### src/rtl/dragonfang_pkg.sv
// dragonfang_pkg: shared vector datapath types and writeback sizing
package dragonfang_pkg;
  localparam int VLEN = 64;
  localparam int TAG_W = 5;
  localparam int WRITEBACK_BUFFER_DEPTH = 4;
  typedef struct packed {
    logic [TAG_W-1:0] tag;
    logic [VLEN-1:0]  data;
  } data_packet_t;
endpackage

### src/rtl/writeback_result_buffer.sv
// result_buffer: synchronous FIFO of results with wrapping pointers, count and flush
module result_buffer import dragonfang_pkg::*; #(
  parameter int DEPTH = WRITEBACK_BUFFER_DEPTH
) (
  input  logic                   clock,
  input  logic                   reset,
  input  logic                   flush,
  input  logic                   push,
  input  logic                   pop,
  input  data_packet_t           wr_data,
  output data_packet_t           rd_data,
  output logic [$clog2(DEPTH):0] count
);
  localparam int AW = $clog2(DEPTH);
  typedef logic [AW-1:0] ptr_t;
  typedef logic [AW:0] cnt_t;
  ptr_t wr_ptr, rd_ptr;
  data_packet_t mem [DEPTH];
  assign rd_data = mem[rd_ptr];
  always_ff @(posedge clock) begin
    if (reset || flush) begin
      wr_ptr <= '0;
      rd_ptr <= '0;
      count  <= '0;
    end else begin
      if (push) wr_ptr <= wr_ptr + ptr_t'(1);
      if (pop) rd_ptr <= rd_ptr + ptr_t'(1);
      count <= (push && !pop) ? count + cnt_t'(1) : (!push && pop) ? count - cnt_t'(1) : count;
    end
  end
  // storage carries no valid state, so it is never reset
  always_ff @(posedge clock) begin
    if (push && !flush && !reset) mem[wr_ptr] <= wr_data;
  end
endmodule

### src/rtl/writeback.sv
// writeback: result buffer toward the VRF write port with flush and optional bypass (WRITEBACK_BYPASS_EN)
module writeback import dragonfang_pkg::*; #(
  parameter int BUFFER_DEPTH = WRITEBACK_BUFFER_DEPTH
) (
  input  logic                          clock,
  input  logic                          reset,
  input  data_packet_t                  input_port,
  input  logic                          input_valid,
  output logic                          input_ready,
  input  logic                          flush,
  output data_packet_t                  output_port,
  output logic                          output_valid,
  input  logic                          output_ready,
  output data_packet_t                  bypass_port,
  output logic                          bypass_valid,
  output logic [$clog2(BUFFER_DEPTH):0] occupancy
);
  typedef logic [$clog2(BUFFER_DEPTH):0] cnt_t;
  logic push, pop;
  // ready/valid depend only on the registered count, never on same-cycle inputs
  assign input_ready  = occupancy < cnt_t'(BUFFER_DEPTH);
  assign output_valid = occupancy != '0;
  assign push = input_valid && input_ready;
  assign pop  = output_valid && output_ready;
  result_buffer #(.DEPTH(BUFFER_DEPTH)) u_buf (
    .clock   (clock),
    .reset   (reset),
    .flush   (flush),
    .push    (push),
    .pop     (pop),
    .wr_data (input_port),
    .rd_data (output_port),
    .count   (occupancy)
  );
`ifdef WRITEBACK_BYPASS_EN
  always_ff @(posedge clock) begin
    if (reset) begin
      bypass_port  <= '0;
      bypass_valid <= 1'b0;
    end else if (push && !flush) begin
      bypass_port  <= input_port;
      bypass_valid <= 1'b1;
    end
  end
`else
  assign bypass_port  = '0;
  assign bypass_valid = 1'b0;
`endif
endmodule

### config.mk
export PLATFORM = sky130hd
export DESIGN_NAME = writeback
export DESIGN_NICKNAME = d
export VERILOG_FILES = /design/src/rtl/dragonfang_pkg.sv /design/src/rtl/writeback_result_buffer.sv /design/src/rtl/writeback.sv
export SDC_FILE = /design/constraint.sdc
export NUM_CORES = 1
export LEC_CHECK = 0
export ABC_AREA = 1
export BUFFER_PORTS_ARGS = -buffer_cell sky130_fd_sc_hd__buf_4
export CAP_MARGIN = 30
export CORE_MARGIN = 5
export CORE_UTILIZATION = 30
export CTS_CLUSTER_DIAMETER = 30
export DETAILED_ROUTE_END_ITERATION = 8
export MAX_ROUTING_LAYER = met4
export SETUP_SLACK_MARGIN = 0.1
export SKIP_LAST_GASP = 1
export SLEW_MARGIN = 20
export SYNTH_ARGS = -nofsm -noshare
export SYNTH_HDL_FRONTEND = slang
export SYNTH_HIERARCHICAL = 1
export SYNTH_SLANG_ARGS = --single-unit
### constraint.sdc
create_clock -name clock -period 5.3 [get_ports clock]
set_input_delay 0.53 -clock clock [delete_from_list [all_inputs] [get_ports clock]]
set_output_delay 0.53 -clock clock [all_outputs]
set_load 0.02 [all_outputs]
==> summary.txt <==
=====================================================================================
Outcome ................................................................ finished, final reports clean
Net Sw Frac ............................................................        0.216
Setup crit end kind ....................................................   output pin
Cells on worst reg2reg path ............................................            4
Multi-input gate area ..................................................   2160 sq um
Detailed Route Iter0 Violations ........................................          341
Level count of the clock H-tree ........................................            2
Most used routing layer in global routing ..............................         met2
Critical path type ..................................................... flip-flop to output pin
Comb power frac ........................................................        0.058
Required time reported for the critical path endpoint ..................      4770 ps
Most repeated library cell on the critical path ........................ sky130_fd_sc_hd__buf_4
Share of final-layout standard cells stronger than drive strength 1 ....        0.253
Setup violators final ..................................................            0
Starting density of the core ...........................................        0.301
Max Cap Viol ...........................................................            0
TritonCTS Buffers ......................................................           57
Post-layout instance count excluding filler cells ......................        1,502
Fmax ...................................................................    0.293 GHz
Largest stage delay on the critical path ...............................       740 ps
Cell count after synthesis .............................................          804
Clock insertion delay at the later pin of the skew report ..............       550 ps
Setup slack of the critical path after layout ..........................      1880 ps
Post-Place Setup Slack .................................................      2470 ps
Fin Clk Skew ...........................................................      18.1 ps
Top-area cell type share of the netlist area ...........................        0.737
CP top delay family .................................................... buffers and inverters
Worst path depth .......................................................            4
Largest net degree at the start of global routing ......................           89
Final critical path time including I/O delays and setup ................      3420 ps
Relative slew margins ..................................................        0.377
Total grt overflow .....................................................            0
Psw ....................................................................      1.39 mW
Setup TNS ..............................................................         0 ps
Relative contribution of sequential cells to total power ...............        0.392
Routability Congestion .................................................        0.726
Final critical-path share of the clock period ..........................        0.645
Maximum vdd ir drop ....................................................   0.000275 V
Ratio of total power to cell area ......................................  443 nW/um^2
Cell area after technology mapping ..................................... 11,200 sq um
Met2 Usage GRT .........................................................        0.198
Fin. Hold Viols ........................................................            0
Final Cell Area ........................................................ 14,500 sq um
Number of unique standard cell types used by synthesis .................           25
Antenna violations before repair .......................................            3
Core area .............................................................. 37,300 sq um
Leakage power figure ...................................................      5.26 nW
Antenna viol nets, final ...............................................            0
Minimum setup slack among reg-to-reg paths .............................      2760 ps
Sinks on Clock Net .....................................................          285
Cells along the critical path .......................................... buf_4 -> o21ai_0 -> o22ai_1 -> buf_4
Buffers plus inverters on the worst setup path .........................            2
Hpwl dp ................................................................    14,900 um
Tightest Pin Transition ................................................       935 ps
Post-cts resize count ..................................................            0
Number of synthesis warnings ...........................................            6
Final Slew Violations ..................................................            0
Most frequent cells in the layout ...................................... sky130_fd_sc_hd__edfxtp_1, sky130_fd_sc_hd__buf_4, sky130_fd_sc_hd__nor2_1
Overall die width ......................................................       204 um
Area growth from synthesis to final layout .............................        29.1%
Crit start category ....................................................    flip-flop
Type of the tightest min-delay check ................................... input port to flip-flop
Register cell area after layout ........................................   8470 sq um
DRT Wirelength .........................................................    26,100 um
Crit path arrival time .................................................      2890 ps
Port Buffers ...........................................................          147
Clock tree from TritonCTS ..............................................        built
CP max-delay cell ...................................................... sky130_fd_sc_hd__buf_4
Register bit count reported by yosys ...................................          285
Per-cell via count in the routed design ................................         4.53
Cell-internal power ....................................................      5.05 mW
Average cell area after synthesis ......................................   14.0 sq um
Height of the chip .....................................................       204 um
Total vias in the final route ..........................................        6,801
Cts hold-fix bufs ......................................................            0
Cell type contributing the most total cell area after synthesis ........ sky130_fd_sc_hd__edfxtp_1
Smallest hold slack ....................................................       173 ps
Num ports ..............................................................          218
Met3 GRT Util ..........................................................       0.0390
Most frequent standard cell in the layout excluding fill and tap cells . sky130_fd_sc_hd__edfxtp_1
Overall global routing resource usage ..................................        0.125
Post-layout nets .......................................................        1,057
Placed Area ............................................................ 12,600 sq um
Root Driver ............................................................ sky130_fd_sc_hd__clkbuf_16
Per-cell routed wire length ............................................      17.4 um
Die footprint .......................................................... 41,500 sq um
RSZ-0062 raised after global routing ...................................           no
Row count ..............................................................           71
Post-CTS Setup Repair Bufs .............................................            0
Wire length of the first global-routing pass ...........................    39,200 um
Detailed-routing iteration count for the pre-antenna-repair pass .......            4
Overall power consumption ..............................................      6.44 mW
Deepest clock path buffer count ........................................            3
Number of cells in the design after placement ..........................        1,392
Clock power share ......................................................        0.550
Total DRC errors in the routed layout ..................................            0
Cells taking the most area after synthesis ............................. sky130_fd_sc_hd__edfxtp_1, sky130_fd_sc_hd__buf_4, sky130_fd_sc_hd__nor2_1, sky130_fd_sc_hd__o21ai_0, sky130_fd_sc_hd__o22ai_1
Met1 Track Usage GR ....................................................        0.155
Biggest fanout along the worst timing path .............................           88
Vias in the first global route .........................................        6,827
Reg clk slew, reported paths ...........................................        50 ps
Number of inserted filler cells in the final layout ....................        3,465
Register area share after synthesis ....................................        0.753
Final cell utilization of the core .....................................        0.389
Number of stages on the worst hold path ................................            1
=====================================================================================
==> cells in the mapped netlist <==
master                     instances
sky130_fd_sc_hd__edfxtp_1        276
sky130_fd_sc_hd__nor2_1          148
sky130_fd_sc_hd__o21ai_0          90
sky130_fd_sc_hd__buf_4            77
sky130_fd_sc_hd__o22ai_1          69
sky130_fd_sc_hd__o21ai_1          52
sky130_fd_sc_hd__inv_1            19
sky130_fd_sc_hd__clkbuf_1         14
sky130_fd_sc_hd__buf_6            11
sky130_fd_sc_hd__dfxtp_1           9
sky130_fd_sc_hd__nand2_1           9
sky130_fd_sc_hd__buf_2             8
sky130_fd_sc_hd__ha_1              5
sky130_fd_sc_hd__a21oi_1           4
sky130_fd_sc_hd__clkbuf_2          3
sky130_fd_sc_hd__a21oi_2           1
sky130_fd_sc_hd__buf_8             1
sky130_fd_sc_hd__conb_1            1
sky130_fd_sc_hd__fa_1              1
sky130_fd_sc_hd__inv_2             1
sky130_fd_sc_hd__inv_4             1
sky130_fd_sc_hd__nand3_1           1
sky130_fd_sc_hd__nand4_1           1
sky130_fd_sc_hd__nor2_2            1
sky130_fd_sc_hd__xor2_1            1
==> area by class of cell <==
class	count	share of cell area
flip-flops and latches	285	0.584
well taps	474	0.0408
clock buffers	66	0.103
inverters	21	0.00560
repair buffers	159	0.0862
diodes	2	0.000345
clock inverters	42	0.0310
multi-input cells	453	0.149
==> worst register-to-register path, delay by kind of cell, from the launching register on <==
kind                   cells  cell delay, ps
and+or+nand+nor            3            1400
DFF                        1             370
buffers and inverters      1             380
==> flip-flops by register name (all words and copies together) (netlist names), named ones only <==
name          count
u_buf/wr_ptr      2
u_buf/count       3
u_buf/mem       276
u_buf/rd_ptr      2
==> final timing paths <==
check	from	endpoint
worst max-delay path	flip-flop	output_port[7]
worst min-delay path	input_port[13]	u_buf/mem[2][13]
worst max register to register	u_buf/count[2]	u_buf/mem[2][32]
worst min register to register	u_buf/rd_ptr[1]	flip-flop
==> power by group through the flow <==
| stage | sequential (mW) | clock (mW) | combinational [mW] |
|---|---|---|---|
| global placement | 2.57 | 0 | 0.370 |
| floorplan | 2.57 | 0 | 0.254 |
| finish | 2.53 | 3.54 | 0.373 |
| CTS | 2.53 | 3.61 | 0.379 |
| detailed placement | 2.57 | 0 | 0.377 |
| global route | 2.53 | 3.74 | 0.408 |
==> per-layer routing <==
metal  routed length [um]  vias up
met5                    0        -
met1                11400     3348
li1                     -     3188
met2                12200      227
met4                  482        0
met3                 2010       38
==> kinds of logic after synthesis <==
logic type | share of synthesized area
flip-flops | 0.753
AO/OA/AOI/OAI | 0.104
AND/OR/NAND/NOR | 0.0540
buffers and inverters | 0.0805
adder cells (fa/ha/maj) | 0.00734
XOR/XNOR | 0.000779
other | 0.000333
Note: power is estimated with default switching activity, not from simulation.
